### config.mk
export PLATFORM = sky130hd
export DESIGN_NAME = prio_arbiter8_flat
export DESIGN_NICKNAME = d
export VERILOG_FILES = /design/src/rtl/prio_arb_pkg.sv /design/src/rtl/prio_arbiter8_if.sv /design/src/rtl/prio_enc8.sv /design/src/rtl/prio_arbiter8.sv /design/src/flat_wrapper.sv
export SDC_FILE = /design/constraint.sdc
export NUM_CORES = 1
export LEC_CHECK = 0
export CAP_MARGIN = 20
export CORE_MARGIN = 5
export CORE_UTILIZATION = 57
export DETAILED_ROUTE_END_ITERATION = 12
export PLACE_DENSITY = 0.93
export SETUP_SLACK_MARGIN = 0.05
export SYNTH_ARGS = -nofsm -noshare
export SYNTH_HDL_FRONTEND = slang
export SYNTH_SLANG_ARGS = --single-unit
export TNS_END_PERCENT = 30
### constraint.sdc
create_clock -name clk -period 5.45 [get_ports clk]
set_input_delay 1.3625 -clock clk [delete_from_list [all_inputs] [get_ports clk]]
set_output_delay 1.3625 -clock clk [all_outputs]
set_load 0.1 [all_outputs]
### src/rtl/prio_arb_pkg.sv
// Shared types and constants for the 8-requester priority arbiter.
package prio_arb_pkg;

    localparam int unsigned N_REQ = 8;
    localparam int unsigned IDX_W = 3;

    typedef enum logic [0:0] {
        IDLE = 1'b0,
        BUSY = 1'b1
    } state_t;

    function automatic logic [N_REQ-1:0] onehot8(input logic [IDX_W-1:0] idx);
        onehot8 = '0;
        onehot8[idx] = 1'b1;
    endfunction

endpackage

### src/rtl/prio_arbiter8_if.sv
// Request/grant bundle between the requesters (master) and the arbiter (slave).
interface prio_arbiter8_if;
    import prio_arb_pkg::*;

    logic [N_REQ-1:0] req;
    logic [N_REQ-1:0] gnt;
    logic [IDX_W-1:0] gnt_idx;
    logic             gnt_vld;
    logic             preempt;

    modport master (output req, input gnt, input gnt_idx, input gnt_vld, input preempt);
    modport slave  (input req, output gnt, output gnt_idx, output gnt_vld, output preempt);

endinterface

### src/rtl/prio_enc8.sv
// Combinational 8:3 priority encoder; the highest set bit wins.
module prio_enc8
    import prio_arb_pkg::*;
(
    input  logic [N_REQ-1:0] in,
    output logic [IDX_W-1:0] idx,
    output logic             vld
);

    always_comb begin
        idx = '0;
        vld = |in;
        // Ascending scan so the last (highest) set bit overwrites lower ones.
        for (int i = 0; i < N_REQ; i++) begin
            if (in[i]) idx = IDX_W'(i);
        end
    end

endmodule

### src/rtl/prio_arbiter8.sv
// 8-requester arbiter with hold timeout and preemption.
// Define PRIO_ARB_ROUND_ROBIN_EN for rotating priority; default is fixed (bit 7 highest).
module prio_arbiter8
    import prio_arb_pkg::*;
#(
    parameter int unsigned MAX_HOLD = 16,
    parameter int unsigned HOLD_W   = 8
) (
    input  logic           clk,
    input  logic           rst,
    prio_arbiter8_if.slave bus
);

`ifdef PRIO_ARB_ROUND_ROBIN_EN
    localparam bit RrEn = 1'b1;
`else
    localparam bit RrEn = 1'b0;
`endif

    localparam logic [HOLD_W-1:0] HoldLast = HOLD_W'(MAX_HOLD - 1);
    localparam logic [HOLD_W-1:0] HoldMax  = '1;

    state_t           state_q, state_d;
    logic [N_REQ-1:0] gnt_q, gnt_d;
    logic [IDX_W-1:0] idx_q, idx_d;
    logic [IDX_W-1:0] last_q, last_d;
    logic             vld_q, vld_d;
    logic             pre_q, pre_d;
    logic [HOLD_W-1:0] hold_cnt_q, hold_cnt_d;

    logic             owner_req;
    logic             timeout;
    logic [N_REQ-1:0] cand;
    logic [IDX_W-1:0] rot_amt;
    logic [2*N_REQ-1:0] rot_wide;
    logic [N_REQ-1:0] enc_in;
    logic [IDX_W-1:0] enc_idx;
    logic             win_vld;
    logic [IDX_W-1:0] win_idx;

    always_comb begin
        owner_req = bus.req[idx_q];
        timeout   = (MAX_HOLD != 0) && (state_q == BUSY) && owner_req && (hold_cnt_q == HoldLast);
        cand      = timeout ? (bus.req & ~gnt_q) : bus.req;
        // Rotating right by last_idx puts bit (last_idx-1) at bit 7, the encoder's top priority.
        rot_amt   = last_q & {IDX_W{RrEn}};
        rot_wide  = {cand, cand} >> rot_amt;
        enc_in    = rot_wide[N_REQ-1:0];
        win_idx   = enc_idx + rot_amt;
    end

    prio_enc8 u_enc (
        .in  (enc_in),
        .idx (enc_idx),
        .vld (win_vld)
    );

    always_comb begin
        state_d    = state_q;
        gnt_d      = gnt_q;
        idx_d      = idx_q;
        vld_d      = vld_q;
        last_d     = last_q;
        hold_cnt_d = hold_cnt_q;
        pre_d      = 1'b0;

        unique case (state_q)
            IDLE: begin
                hold_cnt_d = '0;
                if (win_vld) begin
                    state_d = BUSY;
                    gnt_d   = onehot8(win_idx);
                    idx_d   = win_idx;
                    vld_d   = 1'b1;
                    last_d  = win_idx;
                end
            end
            BUSY: begin
                if (!owner_req) begin
                    hold_cnt_d = '0;
                    if (win_vld) begin
                        gnt_d  = onehot8(win_idx);
                        idx_d  = win_idx;
                        last_d = win_idx;
                    end else begin
                        state_d = IDLE;
                        gnt_d   = '0;
                        vld_d   = 1'b0;
                    end
                end else if (timeout && win_vld) begin
                    gnt_d      = onehot8(win_idx);
                    idx_d      = win_idx;
                    last_d     = win_idx;
                    pre_d      = 1'b1;
                    hold_cnt_d = '0;
                end else if (hold_cnt_q != HoldMax) begin
                    hold_cnt_d = hold_cnt_q + 1'b1;
                end
            end
            default: state_d = IDLE;
        endcase
    end

    always_ff @(posedge clk) begin
        if (rst) begin
            state_q    <= IDLE;
            gnt_q      <= '0;
            idx_q      <= '0;
            vld_q      <= 1'b0;
            pre_q      <= 1'b0;
            last_q     <= '0;
            hold_cnt_q <= '0;
        end else begin
            state_q    <= state_d;
            gnt_q      <= gnt_d;
            idx_q      <= idx_d;
            vld_q      <= vld_d;
            pre_q      <= pre_d;
            last_q     <= last_d;
            hold_cnt_q <= hold_cnt_d;
        end
    end

    assign bus.gnt     = gnt_q;
    assign bus.gnt_idx = idx_q;
    assign bus.gnt_vld = vld_q;
    assign bus.preempt = pre_q;

endmodule

### src/flat_wrapper.sv
// flat-port wrapper written by rule: the top's interface ports become plain ports
module prio_arbiter8_flat import prio_arb_pkg::*;
#(
    parameter int unsigned MAX_HOLD = 16,
    parameter int unsigned HOLD_W   = 8
)
  (clk, rst, bus_req, bus_gnt, bus_gnt_idx, bus_gnt_vld, bus_preempt);
  prio_arbiter8_if bus_i ();
  input  logic clk;
  input  logic rst;
  input wire logic [$bits(bus_i.req)-1:0] bus_req;
  output wire logic [$bits(bus_i.gnt)-1:0] bus_gnt;
  output wire logic [$bits(bus_i.gnt_idx)-1:0] bus_gnt_idx;
  output wire logic [$bits(bus_i.gnt_vld)-1:0] bus_gnt_vld;
  output wire logic [$bits(bus_i.preempt)-1:0] bus_preempt;
  assign bus_i.req = bus_req;
  assign bus_gnt = bus_i.gnt;
  assign bus_gnt_idx = bus_i.gnt_idx;
  assign bus_gnt_vld = bus_i.gnt_vld;
  assign bus_preempt = bus_i.preempt;
  prio_arbiter8 #(.MAX_HOLD(MAX_HOLD), .HOLD_W(HOLD_W)) u_core (.clk(clk), .rst(rst), .bus(bus_i));
endmodule
After elaboration in Yosys (flattened, before gate mapping)
Cells that the tools add are included.
{"block": "totals", "mem_bits_ro": 0, "in_bits": 10, "ramBits": 0, "regBits": 22, "latchBits": 0, "wordCells": 62, "memories": 0}
{"block": "classes", "n_eq_ne": 7, "mux": 33, "n_addsub": 1, "n_lt_le_gt_ge": 3, "n_shift": 0, "n_reduce_logical": 8, "bitwise_logic": 4, "div": 0, "n_mul": 0}
{"op": "$mux W8", "n": 8}
{"op": "$pmux W8 S2", "n": 2}
{"op": "$mux W3", "n": 9}
{"op": "$mux W1", "n": 9}
{"op": "$add A8 B1 Y8 const B", "n": 1}
{"op": "$and A8 B8 Y8", "n": 1}
{"op": "$eq A8 B4 Y1 const B", "n": 1}
{"op": "$lt A3 B4 Y1 const B", "n": 2}
{"op": "$ne A8 B8 Y1 const B", "n": 1}
{"op": "$not A8 Y8", "n": 1}
{"op": "$reduce_or A8 Y1", "n": 1}
{"op": "$pmux W3 S2", "n": 1}
{"op": "$logic_and A1 B1 Y1", "n": 4}
{"op": "$ne A2 B2 Y1 const B", "n": 2}
{"op": "$ne A4 B4 Y1 const B", "n": 1}
{"op": "$pmux W1 S2", "n": 2}
{"op": "$bmux W1 S3", "n": 1}
{"op": "$demux W1 S3", "n": 1}
{"op": "$ge A3 B1 Y1 const B", "n": 1}
{"op": "$ne A3 B3 Y1 const B", "n": 1}
{"op": "$reduce_and A3 Y1", "n": 1}
{"op": "$reduce_or A3 Y1", "n": 1}
{"op": "$ne A2 B1 Y1 const B", "n": 1}
{"op": "$not A1 Y1", "n": 2}
{"op": "$reduce_and A2 Y1", "n": 1}

Logic depth before layout (Yosys ltp)
Gate-level depths: netlist (run 1).
{"block": "depth", "word_depth": 19, "depth_mapped": 10, "depth_no_buf": 8}

By module
Synthesis (run 1) repeated with hierarchy kept, for this count alone.
{"block": "hier_totals", "cells_unflattened": 126, "hier_area_um2": 1196.1}
{"module": "prio_arbiter8", "seq_area_each_um2": 440.4, "cells_per_inst": 114, "instances": 1, "area_each_um2": 1129.8}
{"module": "prio_enc8", "seq_area_each_um2": 0.0, "cells_per_inst": 12, "instances": 1, "area_each_um2": 66.3}

Worst setup path before layout (run 1)
Ideal clock, no wire load.
{"block": "synth_path", "path_kind": "in2reg", "start": "input port bus_req[5]", "end": "register u_core.gnt_q[4], in the netlist u_core.bus.gnt[4]", "slack_ns": 2.337, "cell_stages": 9, "arrival_ns": 2.982, "path_cell_list": "mux2i_1 -> a22o_4 -> buf_6 -> o31ai_1 -> nand4_1 -> o22ai_4 -> and2_4 -> buf_8 -> o41ai_2"}
{"block": "synth_between", "elab_chain_cells": 19, "word_cells_on_any_way": 28, "classes_between": "order compare: 2; eq/ne: 2; mux: 17; bitwise: 1; reduce/logical: 6"}
{"item": "start, declared", "line": "flat_wrapper.sv:11", "source": "input wire logic [$bits(bus_i.req)-1:0] bus_req;"}
{"item": "$bmux W1 S3", "line": "prio_arbiter8.sv:42", "source": "owner_req = bus.req[idx_q];"}
{"item": "$mux W1 (not written as such)", "line": "prio_arbiter8.sv:42"}
{"item": "$logic_and A1 B1 Y1 (2 in a row)", "line": "prio_arbiter8.sv:43", "source": "timeout = (MAX_HOLD != 0) && (state_q == BUSY) && owner_req && (hold_cnt_q == HoldLast);"}
{"item": "$mux W8", "line": "prio_arbiter8.sv:44", "source": "cand = timeout ? (bus.req & ~gnt_q) : bus.req;"}
{"item": "$mux W1", "line": "prio_enc8.sv:15", "source": "if (in[i]) idx = IDX_W'(i);"}
{"item": "$mux W3 (6 in a row)", "line": "prio_enc8.sv:15"}
{"item": "$lt A3 B4 Y1 (not written as such) or $ge A3 B1 Y1 (tied branches)", "line": "prio_arb_pkg.sv:14", "source": "onehot8[idx] = 1'b1;"}
{"item": "$logic_and A1 B1 Y1 (not written as such)", "line": "prio_arb_pkg.sv:14"}
{"item": "$mux W1 (not written as such)", "line": "prio_arb_pkg.sv:14"}
{"item": "$demux W1 S3"}
{"item": "$mux W8, on equally long branches", "line": "prio_arbiter8.sv:81, prio_arbiter8.sv:90"}
{"item": "$mux W8", "line": "prio_arbiter8.sv:79", "source": "if (!owner_req) begin"}
{"item": "$pmux W8 S2", "line": "prio_arbiter8.sv:67", "source": "unique case (state_q)"}
{"item": "end signal, assigned", "line": "prio_arbiter8.sv:115", "source": "gnt_q <= gnt_d;"}
{"item": "end, declared", "line": "prio_arbiter8.sv:24", "source": "logic [N_REQ-1:0] gnt_q, gnt_d;"}
Several ways; a longest one is shown, not always the timed one. The select of a mux whose other input is x is not followed.
A chain may end at the register's enable or synchronous reset.

Worst setup path after layout (run 1)
Same ends and word-level chain as after synthesis.

==> results.toml, run 1 <==
[min_path]
holdPathEnd = "u_core.bus.gnt_vld"
hold_path.class = "flip-flop to flip-flop"
hold_depth = 2
min_from = "u_core.bus.gnt_vld"

[placed_design]
gp_congestion = 0.933
placedCellCount = 193
pre_cts_slack_ns = 1.63
placed_area_mm2 = 0.00160
io_buffer_count = 22
hpwl_mm = 2.60

[detailed_routing]
drc = 0
avgViaCountPerCell = 6.38
via_count = 1250
ant_nets = 0
routed_wl_mm = 3.33
wl_per_cell_um = 17.0
firstDrtPassIters = 4
drt_iter0_markers = 76

[floorplanning]
die_w_um = 59.9
start_util_pct = 58.2
ios = 23
row_count = 18
core_mm2 = 0.00243
dieHeight_um = 59.9
die_area_mm2 = 0.00358

[timing]
slew_viol_final = 0
clock_skew_ns = 0.00598
rsz0062_at_grt = "no"
whs_ns = 0.494
period_share_pct = 65.3
worst_pin_slew_ns = 0.978
maxSlewHeadroom_pct = 34.6
max_clock_freq_mhz = 281
hold_viol_final = 0
post-route-min-period_ns = 3.56
setup_viol = 0
final.setup.worst_slack_ns = 1.89
finalSetupTns_ns = 0

[status]
status = "finished, final reports clean"

[pwr]
power.total_uw = 363
p_leak_nw = 0.539
ir_drop_v = 0.000150
p_per_area_mw_per_mm2 = 224

[synthesis]
syn_area_per_cell_um2 = 9.44
yosysTopAreaCell = "dfxtp_1"
synth-seq-cells = 22
synth_top_area_share_pct = 31.1
synthFlopType = "dfxtp_1"
synth.area.top_cells = "dfxtp_1, nand4b_1, nor2_1"
synth_enable_flop_cells = 0
yosys_warnings = 0
synth_seq_area_share_pct = 31.1
synth_nets = 161
syn_inst = 150
synth_cell_types = 49
async_flop_share_pct = 0
syn_area_mm2 = 0.00142

[clock_network]
clk_latency_ns = 0.30
cts_buffer_depth = 2
post_cts_resize_count = 0
numClockSinks = 22
cts.clk_slew.worst_paths_ns = 0.11
h-tree-depth = 1
cts_made_buffers = 3
post_cts_buffers = 0
cts_tree = "built"
root_buffer = "clkbuf_4"
postCtsHoldBufs = 0

[setup_path]
cp-start-kind = "input pin"
required_ns = 5.62
r2r_slack_ns = 2.78
critPathArrivalTime_ns = 3.73
worstRegToRegCells = 8
end_kind = "flip-flop"
worstReg2RegEnd = "u_core.bus.gnt[4]"
reg2reg_from = "u_core.hold_cnt_q[0]"
worstSetupPathType = "input pin to flip-flop"
path_max_fanout = 12

[global_routing]
gr-total-overflow = 0
grt_pass1_wl_mm = 5.84
grt_pass1_vias = 1258
antenna_found_initial = 0
grt_max_degree = 21
grtUsageTotal_pct = 21.1

[final_layout]
layoutNonFillerInstCount = 196
area.growth.synth_to_final_pct = 14.7
layout.nets = 179
fin_area_mm2 = 0.00162
fillers = 200
drive_gt1_share_pct = 15.7
fin_util_pct = 66.8
diodes = 0

[run]
max-cap-violations = 0
-- where the power goes --
group          total (mW)  internal [mW]  switching, mW
Combinational       0.117         0.0370         0.0798
Clock              0.0711         0.0258         0.0454
Sequential          0.175          0.167        0.00838
Total               0.363          0.230          0.134
-- Yosys cell counts, types with 2 or more instances --
cell type and number:
nand2_1 10, clkbuf_1 2, xor2_1 2, o22ai_4 2, o21ai_2 5, nor2_1 16, nand2b_1 4, a21oi_1 3
and3_1 4, buf_4 3, nand4b_1 8, nor3_1 5, nand4_1 9, o41ai_2 2, buf_6 2, dfxtp_1 22
xnor2_1 2, mux2i_1 5, a31oi_1 2, inv_1 2, nand3_1 4, o31ai_2 3, o31ai_1 6, o21ai_1 2
-- per-layer routing --
metal  routed length, um  track usage, %  vias up
li1                    -               -      605
met1                1320            25.3      591
met5                   0               0        -
met2                1750            38.0       48
met4                  52            6.33        0
met3                 214            3.24        6
-- cells by family (layout without fill, tap and decap cells) --
group,Yosys count,after routing,share of synthesized area (%)
DFF,22,22,31.1
and+or+nand+nor,71,71,30.9
xor gates and xnor gates,4,4,2.47
muxes,7,7,5.39
AOI/OAI and AO/OA,34,34,23.6
buffers and inverters,11,27,5.65
adders and majority gates,1,1,0.883
-- worst max-delay path: stages --
cell	delay [ns]
clkdlybuf4s50_1	0.53
mux2i_1	0.11
a22o_4	0.33
o31ai_1	0.42
nand4_1	0.30
o22ai_4	0.32
and2_4	0.28
o41ai_2	0.09
-- cells in the final DEF (no fill, tap or decap), drive strengths merged, types with 5 or more instances in the layout --
master,synthesis,routed
clkdlybuf4s50,0,22
dfxtp,22,22
mux2i,5,5
nand2,10,10
nand4,10,10
nand4b,8,8
nor2,16,16
nor3,5,5
o21ai,8,8
o31ai,10,10
-- flip-flops by register name, indices dropped and copies added, names as in the netlist --
register,flops
u_core.bus.preempt,1
u_core.hold_cnt_q,8
u_core.bus.gnt,8
u_core.bus.gnt_idx,3
u_core.state_q,1
u_core.bus.gnt_vld,1
-- area by class of cell --
class	count	area [um2]	share of cell area (%)
well taps	30	37.5	2.31
repair buffers	22	220	13.6
clock buffers	3	22.5	1.39
inverters	2	7.51	0.462
flip-flops and latches	22	440	27.1
multi-input cells	117	896	55.2
-- how the worst max path moves through the flow --
stage | start | depth (start not counted) | end | slack [ns]
final | bus_req[5] | 8 | u_core.bus.gnt[4] | 1.89
after global routing | bus_req[7] | 8 | u_core.hold_cnt_q[2] | 1.72
after CTS | bus_req[7] | 8 | u_core.hold_cnt_q[2] | 1.95
after global placement | bus_req[5] | 8 | u_core.bus.gnt[4] | 1.67
after floorplan | bus_req[5] | 9 | u_core.bus.gnt[4] | 2.34
after detailed placement | bus_req[7] | 8 | u_core.hold_cnt_q[2] | 1.63
Power figures use the tool's default switching activity.
==> run 2, diff against run 1 <==
--- a/config.mk
+++ b/config.mk
@@ -7,9 +7,9 @@
 export LEC_CHECK = 0
 export CAP_MARGIN = 20
 export CORE_MARGIN = 5
-export CORE_UTILIZATION = 57
+export CORE_UTILIZATION = 53
 export DETAILED_ROUTE_END_ITERATION = 12
-export PLACE_DENSITY = 0.93
+export PLACE_DENSITY = 0.88
 export SETUP_SLACK_MARGIN = 0.05
 export SYNTH_ARGS = -nofsm -noshare
 export SYNTH_HDL_FRONTEND = slang
==> constraint.sdc (replaced) <==
create_clock -name clk -period 3.49 [get_ports clk]
set_input_delay 0.8725 -clock clk [delete_from_list [all_inputs] [get_ports clk]]
set_output_delay 0.8725 -clock clk [all_outputs]
set_load 0.1 [all_outputs]
==> results.toml, run 2 (synthesized netlist as in run 1, its figures left out) <==
[floorplanning]
die_area_mm2 = 0.00381
die_w_um = 61.7
dieHeight_um = 61.7
start_util_pct = 56.2
core_mm2 = 0.00252
ios = 23
row_count = 18

[detailed_routing]
avgViaCountPerCell = 6.38
ant_nets = 0
routed_wl_mm = 3.40
via_count = 1269
drc = 0
drt_iter0_markers = 129
firstDrtPassIters = 4
wl_per_cell_um = 17.1

[global_routing]
grtUsageTotal_pct = 19.9
gr-total-overflow = 0
grt_max_degree = 21
antenna_found_initial = 0
grt_pass1_wl_mm = 5.70
grt_pass1_vias = 1239

[timing]
setup_viol = 0
maxSlewHeadroom_pct = 55.7
period_share_pct = 84.9
finalSetupTns_ns = 0
rsz0062_at_grt = "no"
max_clock_freq_mhz = 338
slew_viol_final = 0
worst_pin_slew_ns = 0.662
hold_viol_final = 0
clock_skew_ns = 0.00311
post-route-min-period_ns = 2.96

[setup_path]
worstRegToRegCells = 9
reg2reg_from = "u_core.hold_cnt_q[0]"
crit_path_frequent_cell = "o31ai_1"
critPathSlowestCell = "clkdlybuf4s50_1"
worstSetupPathType = "input pin to flip-flop"
worstSetupPathDepth = 9
worstPathBufferInverterCount = 2
cpLargestDelayFamily = "compound AO/OA/AOI/OAI gates"
crit_path_cell_trace = "clkdlybuf4s50_1, mux2i_1, a22o_4, o31ai_1, nand4_1, o22ai_4, buf_4, nand4b_1, o31ai_1"
crit_path_end = "u_core.bus.gnt[7]"
end_kind = "flip-flop"
r2r_slack_ns = 0.90
path_max_fanout = 12
worstReg2RegEnd = "u_core.bus.gnt[7]"
critPathArrivalTime_ns = 3.20
cp-start-kind = "input pin"
required_ns = 3.72
critPathMaxStageDelay_ns = 0.52
cp-startpoint = "bus_req[1]"

[final_layout]
layout.nets = 181
diodes = 0
final_common_cell = "dfxtp_1"
fin_util_pct = 64.9
fillers = 207
area.growth.synth_to_final_pct = 15.5
drive_gt1_share_pct = 24.9
multi_input_area_um2 = 896
final_cell_mix = "dfxtp_1, nor2_1, buf_4"
seq_area_um2 = 440

[pwr]
ir_drop_v = 0.000288
p_per_area_mw_per_mm2 = 401
p_leak_nw = 0.586

[clock_network]
post_cts_buffers = 0
postCtsHoldBufs = 0
root_buffer = "clkbuf_4"
clk_latency_ns = 0.32
cts_tree = "built"
cts.clk_slew.worst_paths_ns = 0.13
h-tree-depth = 1
post_cts_resize_count = 0
cts_made_buffers = 3
numClockSinks = 22
cts_buffer_depth = 2

[placed_design]
hpwl_mm = 2.57
io_buffer_count = 22
gp_congestion = 0.916

[status]
status = "finished, final reports clean"

[min_path]
hold_path.class = "flip-flop to flip-flop"

[run]
max-cap-violations = 0
[run 2: cell types whose count changed in the layout (fill, tap and decap cells not counted), sizes merged]
cell,delta
buf,+15
clkdlybuf4s50,-13
bufinv,+1
[run 2: through the flow]
stage / std cells / worst slack (ns) / hold slack (ns) / cell area, um2 / power, mW
after global placement: 195 / 0.305 / 0.476 / 1580 / 0.458
after floorplan: 150 / 0.505 / 0.491 / 1420 / 0.429
final: 199 / 0.528 / 0.504 / 1640 / 0.656
after detailed placement: 195 / 0.235 / 0.490 / 1580 / 0.463
after CTS: 199 / 0.571 / 0.508 / 1640 / 0.658
after global routing: 199 / 0.374 / 0.560 / 1640 / 0.683
[run 2: worst register-to-register path: stages, from the launching register on]
cell and delay, ns:
dfxtp_1 0.40, ha_1 0.23, and3_1 0.39, nand4_1 0.15, o31ai_1 0.38, nand4_1 0.30, o22ai_4 0.21, buf_4 0.21
nand4b_1 0.13, o31ai_1 0.10
[run 2: metal layers]
layer	routed length (um)	global-route usage, %	share of wire [%]	vias to the layer above
li1	-	-	-	610
met1	1410	25.7	41	597
met2	1660	33.8	49	52
met3	253	3.31	7.4	10
met4	75	6.06	2.2	0
met5	0	0	0	-
[run 2: area by class of cell]
| class | instances | share of cell area, % |
|---|---|---|
| multi-input cells | 117 | 54.7 |
| flip-flops and latches | 22 | 26.9 |
| repair buffers | 24 | 12.4 |
| well taps | 30 | 2.29 |
| clock inverters | 1 | 1.83 |
| clock buffers | 3 | 1.38 |
| inverters | 2 | 0.459 |
[run 2: power by group]
part	switching, mW	leakage (nW)	internal (mW)	total [mW]
clock network	0.0822	0.0279	0.116	0.198
registers	0.0134	0.179	0.261	0.274
logic	0.127	0.378	0.0571	0.184
total	0.222	0.586	0.434	0.656
[run 2: worst min path at each step]
stage,depth (start not counted),endpoint,from,slack [ns]
6_report,2,u_core.bus.gnt_vld,u_core.bus.gnt_vld,0.50
5_1_grt,2,u_core.bus.gnt_vld,u_core.bus.gnt_vld,0.56
3_5_place_dp,2,u_core.bus.gnt_vld,u_core.bus.gnt_vld,0.49
2_1_floorplan,2,u_core.hold_cnt_q[1],u_core.hold_cnt_q[1],0.49
4_1_cts,2,u_core.bus.gnt_vld,u_core.bus.gnt_vld,0.51
3_3_place_gp,2,u_core.bus.gnt_vld,u_core.bus.gnt_vld,0.48
==> run 3, diff against run 2 <==
--- a/config.mk
+++ b/config.mk
@@ -7,9 +7,9 @@
 export LEC_CHECK = 0
 export CAP_MARGIN = 20
 export CORE_MARGIN = 5
-export CORE_UTILIZATION = 53
+export CORE_UTILIZATION = 47
 export DETAILED_ROUTE_END_ITERATION = 12
-export PLACE_DENSITY = 0.88
+export PLACE_DENSITY = 0.83
 export SETUP_SLACK_MARGIN = 0.05
 export SYNTH_ARGS = -nofsm -noshare
 export SYNTH_HDL_FRONTEND = slang
==> constraint.sdc (replaced) <==
create_clock -name clk -period 2.4 [get_ports clk]
set_input_delay 0.6 -clock clk [delete_from_list [all_inputs] [get_ports clk]]
set_output_delay 0.6 -clock clk [all_outputs]
set_load 0.1 [all_outputs]
==> results.toml, run 3 (synthesized netlist as in run 1, its figures left out) <==
[clock_network]
numClockSinks = 22
cts_buffer_depth = 2
cts_tree = "built"
cts_made_buffers = 3
postCtsHoldBufs = 0
cts.clk_slew.worst_paths_ns = 0.14
h-tree-depth = 1
root_buffer = "clkbuf_4"
clk_latency_ns = 0.32

[timing]
finalSetupTns_ns = 0
maxSlewHeadroom_pct = 64.0
rsz0062_at_grt = "yes"
post-route-min-period_ns = 2.33
max_clock_freq_mhz = 429
hold_viol_final = 0
worst_pin_slew_ns = 0.538
clock_skew_ns = 0.0106
slew_viol_final = 0
period_share_pct = 97.2
setup_viol = 0
whs_ns = 0.514

[pwr]
p_leak_nw = 0.838
ir_drop_v = 0.000339
p_int_uw = 700
swShare_pct = 35.6
clkPwrFrac_pct = 27.1
comb_power_share_pct = 36.0
pwr-share-seq_pct = 36.9
switchingPower_uw = 387
p_per_area_mw_per_mm2 = 505
power.total_mw = 1.09

[final_layout]
area.growth.synth_to_final_pct = 51.9
layoutNonFillerInstCount = 244
fin_util_pct = 72.3
final_cell_mix = "buf_4, nor2_1, nand2_1"
layout.nets = 223
fillers = 195
multi_input_area_mm2 = 0.00107
drive_gt1_share_pct = 52.6
seq_area_um2 = 467
diodes = 0
final_common_cell = "buf_4"

[detailed_routing]
firstDrtPassIters = 4
ant_nets = 0
wl_per_cell_um = 18.7
drt_iter0_markers = 86
drc = 0
avgViaCountPerCell = 6.10
routed_wl_mm = 4.56
via_count = 1488

[setup_path]
r2r_slack_ns = 0.07
path_max_fanout = 8
worstSetupPathType = "input pin to flip-flop"
required_ns = 2.63
cp-startpoint = "bus_req[4]"
crit_path_end = "u_core.bus.gnt[1]"
cp-start-kind = "input pin"
reg2reg_from = "u_core.bus.gnt_idx[0]"
worstReg2RegEnd = "u_core.bus.gnt[1]"
critPathArrivalTime_ns = 2.56
end_kind = "flip-flop"
worstRegToRegCells = 9

[floorplanning]
ios = 23
core_mm2 = 0.00298
row_count = 20
die_w_um = 64.9
die_area_mm2 = 0.00421
dieHeight_um = 64.9
start_util_pct = 47.6

[global_routing]
grt_pass1_vias = 1531
grtUsageTotal_pct = 22.0
antenna_found_initial = 0
gr-total-overflow = 0
grt_max_degree = 15
grt_pass1_wl_mm = 7.31

[placed_design]
gp_congestion = 0.878
hpwl_mm = 3.06
io_buffer_count = 22
placedCellCount = 227

[status]
status = "finished, final reports clean"

[run]
max-cap-violations = 0

[min_path]
hold_path.class = "flip-flop to flip-flop"
run 3: metrics by stage:
step	area (um2)	setup slack (ns)
4_1_cts	2090	0.0732
3_5_place_dp	1880	-0.570
3_3_place_gp	1880	-0.490
6_report	2150	0.0682
2_1_floorplan	1510	-0.00621
5_1_grt	2150	-0.0121
run 3: worst max-delay path, cell delays in order:
cell	delay, ns
dlygate4sd2_1	0.24
mux2i_2	0.11
a22o_4	0.29
buf_4	0.15
o31ai_4	0.30
nand4_4	0.24
o22ai_4	0.20
and2_4	0.27
buf_6	0.12
o21ai_2	0.04
run 3: metal layers:
layer	vias to the layer above	track usage [%]	wire (um)
met5	-	0	0
met3	15	3.12	290
met4	0	6.86	114
li1	699	-	-
met2	52	37.0	2240
met1	722	29.0	1920
run 3: what timing repair did:
| item | CTS | global route |
|---|---|---|
| buffers inserted | 9 | 2 |
| cloned | 2 | 0 |
| pin swaps | 14 | 15 |
| resized for setup | 25 | 14 |
| setup endpoints to repair | 22 | 20 |
run 3: worst min-delay path by stage:
stage	slack, ns	cells after the start	from	to
4_1_cts	0.51	2	u_core.bus.gnt_idx[2]	u_core.bus.gnt_idx[2]
2_1_floorplan	0.49	2	u_core.hold_cnt_q[1]	u_core.hold_cnt_q[1]
5_1_grt	0.53	2	u_core.bus.gnt_vld	u_core.bus.gnt_vld
3_3_place_gp	0.48	2	u_core.bus.gnt_vld	u_core.bus.gnt_vld
3_5_place_dp	0.49	2	u_core.bus.gnt_idx[2]	u_core.bus.gnt_idx[2]
6_report	0.51	2	u_core.bus.gnt_vld	u_core.bus.gnt_vld
run 3: layout make-up:
cell class	count	area share, %
Timing Repair Buffer	64	23.9
Clock buffer	3	1.05
Sequential cell	22	21.7
Inverter	2	0.349
Tap cell	33	1.92
Multi-Input combinational cell	119	49.7
Clock inverter	1	1.40
run 3: power by group through the flow:
stage | Combinational, mW | Clock [mW] | Sequential (mW)
after global placement | 0.322 | 0 | 0.406
after floorplan | 0.172 | 0 | 0.479
after CTS | 0.374 | 0.295 | 0.402
after global routing | 0.409 | 0.312 | 0.403
final | 0.391 | 0.295 | 0.401
after detailed placement | 0.331 | 0 | 0.407
